$ cat config.mk
export PLATFORM = sky130hd
export DESIGN_NAME = fifo_rtl_2_flat
export DESIGN_NICKNAME = d
export VERILOG_FILES = /design/src/rtl/fifo_rtl_2_pkg.sv /design/src/rtl/fifo_rtl_2_if.sv /design/src/rtl/fifo_rtl_2_mem.sv /design/src/rtl/fifo_rtl_2.sv /design/src/flat_wrapper.sv
export SDC_FILE = /design/constraint.sdc
export NUM_CORES = 1
export LEC_CHECK = 0
export CORE_ASPECT_RATIO = 1.5
export CORE_MARGIN = 1
export CORE_UTILIZATION = 45
export DETAILED_ROUTE_END_ITERATION = 12
export GPL_TIMING_DRIVEN = 0
export HOLD_SLACK_MARGIN = 0.1
export PLACE_DENSITY = 0.78
export SLEW_MARGIN = 20
export SYNTH_ARGS = -nofsm -noshare
export SYNTH_HDL_FRONTEND = slang
export SYNTH_HIERARCHICAL = 1
export SYNTH_SLANG_ARGS = --single-unit
$ cat constraint.sdc
create_clock -name clk -period 2.9 [get_ports clk]
set_clock_uncertainty 0.1 [all_clocks]
set_input_delay 0.58 -clock clk [delete_from_list [all_inputs] [get_ports clk]]
set_output_delay 0.58 -clock clk [all_outputs]
set_load 0.01 [all_outputs]
$ cat src/rtl/fifo_rtl_2_pkg.sv
// Shared definitions for the fifo_rtl_2 slice: address-width helper, default
// error-counter width and an elaboration-time parameter legality check.
// Optional feature macro used by this slice: FIFO_ERR_CNT_EN.
package fifo_pkg;

  localparam int CNT_W_DEF = 16;

  // Address width needed to index DEPTH entries.
  function automatic int calc_aw(input int depth);
    return (depth <= 2) ? 1 : $clog2(depth);
  endfunction

  // True when the FIFO parameters describe a legal configuration.
  function automatic bit params_ok(input int width, input int depth,
                                   input int af_th, input int ae_th,
                                   input int cnt_w);
    bit ok;
    ok = 1'b1;
    if (width < 1)                          ok = 1'b0;
    if (depth < 2)                          ok = 1'b0;
    if ((depth & (depth - 1)) != 0)         ok = 1'b0;
    if (af_th < 1 || af_th > depth)         ok = 1'b0;
    if (ae_th < 0 || ae_th > depth - 1)     ok = 1'b0;
    if (cnt_w < 1)                          ok = 1'b0;
    return ok;
  endfunction

endpackage

$ cat src/rtl/fifo_rtl_2_if.sv
// Producer/consumer-facing bundle of the fifo_rtl_2 block. The master modport
// is the user side (producer + consumer), the slave modport is the FIFO.
// Error-counter signals exist in every build; FIFO_ERR_CNT_EN only changes
// whether the FIFO drives them with live values.
interface fifo_rtl_2_if
  import fifo_pkg::*;
#(
  parameter int WIDTH = 8,
  parameter int DEPTH = 16,
  parameter int CNT_W = CNT_W_DEF
);
  localparam int AW = calc_aw(DEPTH);

  logic             wt_en;
  logic [WIDTH-1:0] din;
  logic             rd_en;
  logic             cnt_clr;
  logic [WIDTH-1:0] dout;
  logic             dout_vld;
  logic             full;
  logic             empty;
  logic             almost_full;
  logic             almost_empty;
  logic [AW:0]      ct;
  logic             overflow;
  logic             underflow;
  logic [CNT_W-1:0] ovf_cnt;
  logic [CNT_W-1:0] udf_cnt;

  modport master (
    output wt_en, din, rd_en, cnt_clr,
    input  dout, dout_vld, full, empty, almost_full, almost_empty, ct,
           overflow, underflow, ovf_cnt, udf_cnt
  );

  modport slave (
    input  wt_en, din, rd_en, cnt_clr,
    output dout, dout_vld, full, empty, almost_full, almost_empty, ct,
           overflow, underflow, ovf_cnt, udf_cnt
  );
endinterface

$ cat src/rtl/fifo_rtl_2_mem.sv
// fifo_mem_2: simple dual-port register array, one write port and one
// registered read port. Only the read register is reset.
module fifo_mem_2 #(
  parameter int WIDTH = 8,
  parameter int DEPTH = 16,
  parameter int AW    = 4
) (
  input  logic             clk,
  input  logic             rst,
  input  logic             we,
  input  logic [AW-1:0]    waddr,
  input  logic [WIDTH-1:0] wdata,
  input  logic             re,
  input  logic [AW-1:0]    raddr,
  output logic [WIDTH-1:0] rdata
);
  logic [WIDTH-1:0] mem [DEPTH];

  // Write port.
  // NOTE: the storage array has no reset; occupancy is tracked by the
  // pointers, so clearing it would only cost a reset net on every bit.
  always_ff @(posedge clk) begin
    if (we) mem[waddr] <= wdata;
  end

  // Registered read port; holds its value when no read is issued.
  always_ff @(posedge clk) begin
    if (rst)     rdata <= '0;
    else if (re) rdata <= mem[raddr];
  end
endmodule

$ cat src/rtl/fifo_rtl_2.sv
// fifo_rtl_2: synchronous FIFO with fill level, programmable almost flags,
// read-valid strobe, registered overflow/underflow and, when FIFO_ERR_CNT_EN
// is defined, saturating rejected-write/read counters.
module fifo_rtl_2
  import fifo_pkg::*;
#(
  parameter int WIDTH = 8,
  parameter int DEPTH = 16,
  parameter int AF_TH = DEPTH - 2,
  parameter int AE_TH = 2,
  parameter int CNT_W = CNT_W_DEF
) (
  input  logic         clk,
  input  logic         rst,
  fifo_rtl_2_if.slave  bus
);
  localparam int AW = calc_aw(DEPTH);
  localparam logic [AW:0] DEPTH_LVL = (AW + 1)'(DEPTH);
  localparam logic [AW:0] AF_LVL    = (AW + 1)'(AF_TH);
  localparam logic [AW:0] AE_LVL    = (AW + 1)'(AE_TH);

  if (!params_ok(WIDTH, DEPTH, AF_TH, AE_TH, CNT_W)) begin : g_bad_params
    $fatal(1, "fifo_rtl_2: illegal WIDTH/DEPTH/AF_TH/AE_TH/CNT_W");
  end

  logic [AW-1:0] wt_p, rd_p;
  logic [AW:0]   ct_q;
  logic          rd_acc, wt_acc, wt_rej, rd_rej;

  // Accept logic; reset discards any request in the same cycle.
  always_comb begin
    rd_acc = !rst && bus.rd_en && (ct_q != '0);
    wt_acc = !rst && bus.wt_en && ((ct_q != DEPTH_LVL) || rd_acc);
    wt_rej = !rst && bus.wt_en && !wt_acc;
    rd_rej = !rst && bus.rd_en && !rd_acc;
  end

  // Pointers, fill level, read strobe and error flags.
  // NOTE: every register here uses non-blocking assignment so all of them
  // update from the same pre-edge values.
  always_ff @(posedge clk) begin
    if (rst) begin
      wt_p          <= '0;
      rd_p          <= '0;
      ct_q          <= '0;
      bus.dout_vld  <= 1'b0;
      bus.overflow  <= 1'b0;
      bus.underflow <= 1'b0;
    end else begin
      if (wt_acc) wt_p <= wt_p + 1'b1;
      if (rd_acc) rd_p <= rd_p + 1'b1;
      unique case ({wt_acc, rd_acc})
        2'b10:   ct_q <= ct_q + 1'b1;
        2'b01:   ct_q <= ct_q - 1'b1;
        default: ct_q <= ct_q;
      endcase
      bus.dout_vld  <= rd_acc;
      bus.overflow  <= wt_rej;
      bus.underflow <= rd_rej;
    end
  end

  // Status flags decode the level register only.
  always_comb begin
    bus.ct           = ct_q;
    bus.empty        = (ct_q == '0);
    bus.full         = (ct_q == DEPTH_LVL);
    bus.almost_full  = (ct_q >= AF_LVL);
    bus.almost_empty = (ct_q <= AE_LVL);
  end

  fifo_mem_2 #(.WIDTH(WIDTH), .DEPTH(DEPTH), .AW(AW)) u_mem (
    .clk   (clk),
    .rst   (rst),
    .we    (wt_acc),
    .waddr (wt_p),
    .wdata (bus.din),
    .re    (rd_acc),
    .raddr (rd_p),
    .rdata (bus.dout)
  );

`ifdef FIFO_ERR_CNT_EN
  logic [CNT_W-1:0] ovf_cnt_q, udf_cnt_q;

  // Saturating error counters; clear wins over increment.
  always_ff @(posedge clk) begin
    if (rst || bus.cnt_clr) begin
      ovf_cnt_q <= '0;
      udf_cnt_q <= '0;
    end else begin
      if (wt_rej && !(&ovf_cnt_q)) ovf_cnt_q <= ovf_cnt_q + 1'b1;
      if (rd_rej && !(&udf_cnt_q)) udf_cnt_q <= udf_cnt_q + 1'b1;
    end
  end

  assign bus.ovf_cnt = ovf_cnt_q;
  assign bus.udf_cnt = udf_cnt_q;
`else
  // Counters compiled out: outputs tied low, clear input ignored.
  assign bus.ovf_cnt = '0;
  assign bus.udf_cnt = '0;
  logic unused_cnt_clr;
  assign unused_cnt_clr = bus.cnt_clr;
`endif

endmodule

$ cat src/flat_wrapper.sv
// flat-port wrapper written by rule: the top's interface ports become plain ports
module fifo_rtl_2_flat import fifo_pkg::*;
#(
  parameter int WIDTH = 8,
  parameter int DEPTH = 16,
  parameter int AF_TH = DEPTH - 2,
  parameter int AE_TH = 2,
  parameter int CNT_W = CNT_W_DEF
)
  (clk, rst, bus_wt_en, bus_din, bus_rd_en, bus_cnt_clr, bus_dout, bus_dout_vld, bus_full, bus_empty, bus_almost_full, bus_almost_empty, bus_ct, bus_overflow, bus_underflow, bus_ovf_cnt, bus_udf_cnt);
  fifo_rtl_2_if #(.WIDTH(WIDTH), .DEPTH(DEPTH), .CNT_W(CNT_W)) bus_i ();
  input  logic clk;
  input  logic rst;
  input wire logic [$bits(bus_i.wt_en)-1:0] bus_wt_en;
  input wire logic [$bits(bus_i.din)-1:0] bus_din;
  input wire logic [$bits(bus_i.rd_en)-1:0] bus_rd_en;
  input wire logic [$bits(bus_i.cnt_clr)-1:0] bus_cnt_clr;
  output wire logic [$bits(bus_i.dout)-1:0] bus_dout;
  output wire logic [$bits(bus_i.dout_vld)-1:0] bus_dout_vld;
  output wire logic [$bits(bus_i.full)-1:0] bus_full;
  output wire logic [$bits(bus_i.empty)-1:0] bus_empty;
  output wire logic [$bits(bus_i.almost_full)-1:0] bus_almost_full;
  output wire logic [$bits(bus_i.almost_empty)-1:0] bus_almost_empty;
  output wire logic [$bits(bus_i.ct)-1:0] bus_ct;
  output wire logic [$bits(bus_i.overflow)-1:0] bus_overflow;
  output wire logic [$bits(bus_i.underflow)-1:0] bus_underflow;
  output wire logic [$bits(bus_i.ovf_cnt)-1:0] bus_ovf_cnt;
  output wire logic [$bits(bus_i.udf_cnt)-1:0] bus_udf_cnt;
  assign bus_i.wt_en = bus_wt_en;
  assign bus_i.din = bus_din;
  assign bus_i.rd_en = bus_rd_en;
  assign bus_i.cnt_clr = bus_cnt_clr;
  assign bus_dout = bus_i.dout;
  assign bus_dout_vld = bus_i.dout_vld;
  assign bus_full = bus_i.full;
  assign bus_empty = bus_i.empty;
  assign bus_almost_full = bus_i.almost_full;
  assign bus_almost_empty = bus_i.almost_empty;
  assign bus_ct = bus_i.ct;
  assign bus_overflow = bus_i.overflow;
  assign bus_underflow = bus_i.underflow;
  assign bus_ovf_cnt = bus_i.ovf_cnt;
  assign bus_udf_cnt = bus_i.udf_cnt;
  fifo_rtl_2 #(.WIDTH(WIDTH), .DEPTH(DEPTH), .AF_TH(AF_TH), .AE_TH(AE_TH), .CNT_W(CNT_W)) u_core (.clk(clk), .rst(rst), .bus(bus_i));
endmodule
==> flow_summary_export.csv <==
group,metric,value,unit
status,status,"finished, violations left",
status,violations,"setup timing",
placement,placed_area,7120,um^2
setup_path,cp-endpoint,"u_core/bus.ct[4]",
sta,slew_violations,0,
floorplan,initial_utilization,45.9,%
grt,antenna_found_initial,0,
finish,final_util,56.4,%
placement,placed_cells,691,
synth,synth_most_common_cell,"edfxtp_1",
finish,layout.cells.non_filler,733,
finish,n_fill_cell,1058,
sta,setup_viol,1,
synth,ys_warn_count,6,
setup_path,cpPeakStageDelay,540,ps
clock_tree,cts_tree,"built",
setup_path,cp-startpoint,"u_core/bus.ct[2]",
clock_tree,postCtsHoldBufs,0,
synth,ys_seq_area_share,67.4,%
sta,fmax,337,MHz
grt,first_global_vias,3836,
routing,wl,13400,um
setup_path,reg2reg_slack,-70,ps
power,clkPwrFrac,41.0,%
synth,syn_area,6420,um^2
placement,gp_congestion,0.768,
grt,grt_max_degree,17,
synth,synth_edf_count,128,
floorplan,dieArea,14800,um^2
synth,avgSynthCellArea,14.7,um^2
job,cap_violations,0,
routing,dr_wl_met2,7370,um
setup_path,arrival,3220,ps
finish,layout-drive-gt1-share,22.4,%
routing,post-route-drc-count,0,
setup_path,startpoint_type,"flop",
setup_path,path_class,"reg -> reg",
grt,grt_pass1_wl,20300,um
finish,stdcell_area,7890,um^2
power,power_density,623,nW/um^2
power,max-vdd-ir-drop,0.408,mV
routing,wl_per_cell,18.3,um
clock_tree,clock_latency,410,ps
floorplan,ios,65,
placement,numPortBuffers,31,
synth,synth-main-ff-cell,"edfxtp_1",
clock_tree,cts_root_buffer,"clkbuf_16",
power,p_int,0.00381,W
floorplan,fp.dieW,99.5,um
finish,final_nets,548,
clock_tree,clkTransAtPathRegs,60,ps
power,combPwrFrac,9.3,%
setup_path,r2r-start,"u_core/bus.ct[2]",
sta,rsz0062_at_grt,"yes",
clock_tree,clock_path_buffers,2,
routing,highest_layer,"met4",
synth,async_reset_ff_share,0,%
sta,tns,-68.4,ps
power,p_leak,2.69,nW
power,swShare,22.6,%
routing,wl_met1,4820,um
finish,area_growth,22.9,%
clock_tree,clock-sinks,152,
setup_path,worstPathCellList,"or4_4 -> buf_8 -> o31ai_4 -> or2_4 -> ha_4 -> ha_4 -> a21oi_4 -> a21oi_2 -> or4_4 -> a21oi_2",
routing,routed_via_density,5.26,
sta,fin_crit_sh,102,%
routing,detail-route-antenna-nets,0,
setup_path,crit_path_end_kind,"flop",
clock_tree,cts_max_level,4,
hold_path,hp-class,"reg -> reg",
setup_path,reg2regPathDepth,10,
synth,synth_top_area_share,59.9,%
synth,synth_top_cell_by_area,"edfxtp_1",
routing,drt_iter0_drc,226,
sta,min_period,2970,ps
power,seq_power_share,49.7,%
setup_path,critical_path.max_fanout,7,
placement,post-dp-hpwl,8790,um
floorplan,core_area,14000,um^2
sta,hold_ws,358,ps
floorplan,die_height,148,um
synth,synth.distinct_cells,42,
setup_path,worstPathRequired,3150,ps
routing,dr_wl_met3,769,um
synth,synth-seq-cells,152,
setup_path,slowest_stage,"or4_4",
sta,relSlewSlack,41.7,%
floorplan,std_cell_rows,53,
setup_path,worstReg2RegEnd,"u_core/bus.ct[4]",
routing,dr.pass1.iters,4,
power,switching_power,0.00111,W
synth,synthTopCellsByArea,"edfxtp_1 (60%), mux2i_1 (10%), dfxtp_1 (7.5%)",
sta,hold_violations,0,
routing,num_vias,3853,
clock_tree,cts_buffers,17,
grt,overflow,0,
finish,num_antenna_cells,0,
synth,synthTopCellsByCount,"edfxtp_1 (128), mux2i_1 (67), buf_4 (32), nor2_1 (30), nand3_1 (29)",
sta,timing.final.ws_setup,-68.4,ps
sta,tightest_slew,872,ps
grt,grt_usage,18.9,%
synth,syn_inst,437,
==> logic make-up (layout without fill, tap and decap cells) <==
| kind of cell | after synthesis | after routing | synth area share [%] |
|---|---|---|---|
| buffers and inverters | 54 | 127 | 6.55 |
| AO/OA/AOI/OAI | 48 | 48 | 5.42 |
| other | 1 | 32 | 0.0584 |
| adder cells (fa/ha/maj) | 7 | 7 | 1.48 |
| XOR/XNOR | 7 | 7 | 0.955 |
| flip-flops | 152 | 152 | 67.4 |
| AND/OR/NAND/NOR | 101 | 101 | 7.70 |
| multiplexers | 67 | 67 | 10.5 |
==> metal layers <==
metal,vias to the layer above,GRT usage [%]
met3,25,3.48
met5,-,0
met1,1887,20.2
met2,178,34.3
met4,0,11.4
li1,1763,-
==> worst min path at each step <==
stage | startpoint | to | slack (ps) | cells after the start
final | u_core/u_mem/rdata[3] | u_core/u_mem/rdata[3] | 360 | 2
after CTS | u_core/u_mem/rdata[3] | u_core/u_mem/rdata[3] | 360 | 2
after floorplan | u_core/u_mem/rdata[0] | u_core/u_mem/rdata[0] | 380 | 2
after detailed placement | u_core/u_mem/rdata[3] | u_core/u_mem/rdata[3] | 350 | 2
after global placement | u_core/u_mem/rdata[3] | u_core/u_mem/rdata[3] | 350 | 2
after global routing | u_core/u_mem/rdata[0] | u_core/u_mem/rdata[0] | 390 | 2
==> what timing repair did <==
item,4_1_cts,5_1_grt
gates resized for setup,15,17
setup buffers,0,11
cloned,0,0
setup endpoints to repair,37,42
pin swaps,2,8
==> worst max-delay path: cells and delay by family (launching register included) <==
kind            cells  cell delay, ps
compound gates      4             680
fa+ha+maj           2             420
buf+inv             1             160
flops               1             350
simple gates        3            1210
==> through the flow <==
| stage | worst slack [ps] | power (W) |
|---|---|---|
| 5_1_grt | -153 | 0.00507 |
| 6_report | -68.4 | 0.00492 |
| 2_1_floorplan | 13.4 | 0.00272 |
| 3_5_place_dp | -877 | 0.00288 |
| 3_3_place_gp | -861 | 0.00287 |
| 4_1_cts | -71.8 | 0.00489 |
==> sequential cells by signal, indices dropped and copies added, names as in the netlist <==
signal	flops
u_core/bus.overflow	1
u_core/u_mem/mem	128
u_core/wt_p	4
u_core/bus.underflow	1
u_core/bus.dout_vld	1
u_core/bus.ct	5
u_core/u_mem/rdata	8
u_core/rd_p	4
==> power by group through the flow <==
stage	logic (W)	registers (W)	clock network (W)
final	0.000457	0.00244	0.00202
after global routing	0.000494	0.00245	0.00213
after CTS	0.000409	0.00245	0.00204
after detailed placement	0.000395	0.00249	0
after global placement	0.000382	0.00248	0
after floorplan	0.000232	0.00249	0
==> cells in the final DEF (no fill, tap or decap), types with 6 or more instances in the layout <==
cell,instances
conb_1,32
nand2_1,19
mux2i_1,67
edfxtp_1,128
a22oi_1,24
xor2_1,6
clkbuf_16,17
nand3_1,28
a21oi_1,10
buf_4,42
clkdlybuf4s50_1,30
buf_2,8
dfxtp_1,21
nor2_1,25
==> layout make-up <==
| type | instances | area [um^2] | area share, % |
|---|---|---|---|
| clock buffer | 19 | 443 | 5.62 |
| multi-input combinational | 262 | 1930 | 24.5 |
| inverter | 3 | 11.3 | 0.143 |
| buffer | 50 | 415 | 5.27 |
| clock inverter | 13 | 105 | 1.33 |
| sequential | 152 | 4330 | 55.0 |
| tap | 192 | 240 | 3.05 |
| timing repair buffer | 42 | 408 | 5.17 |
Power figures use the tool's default switching activity.
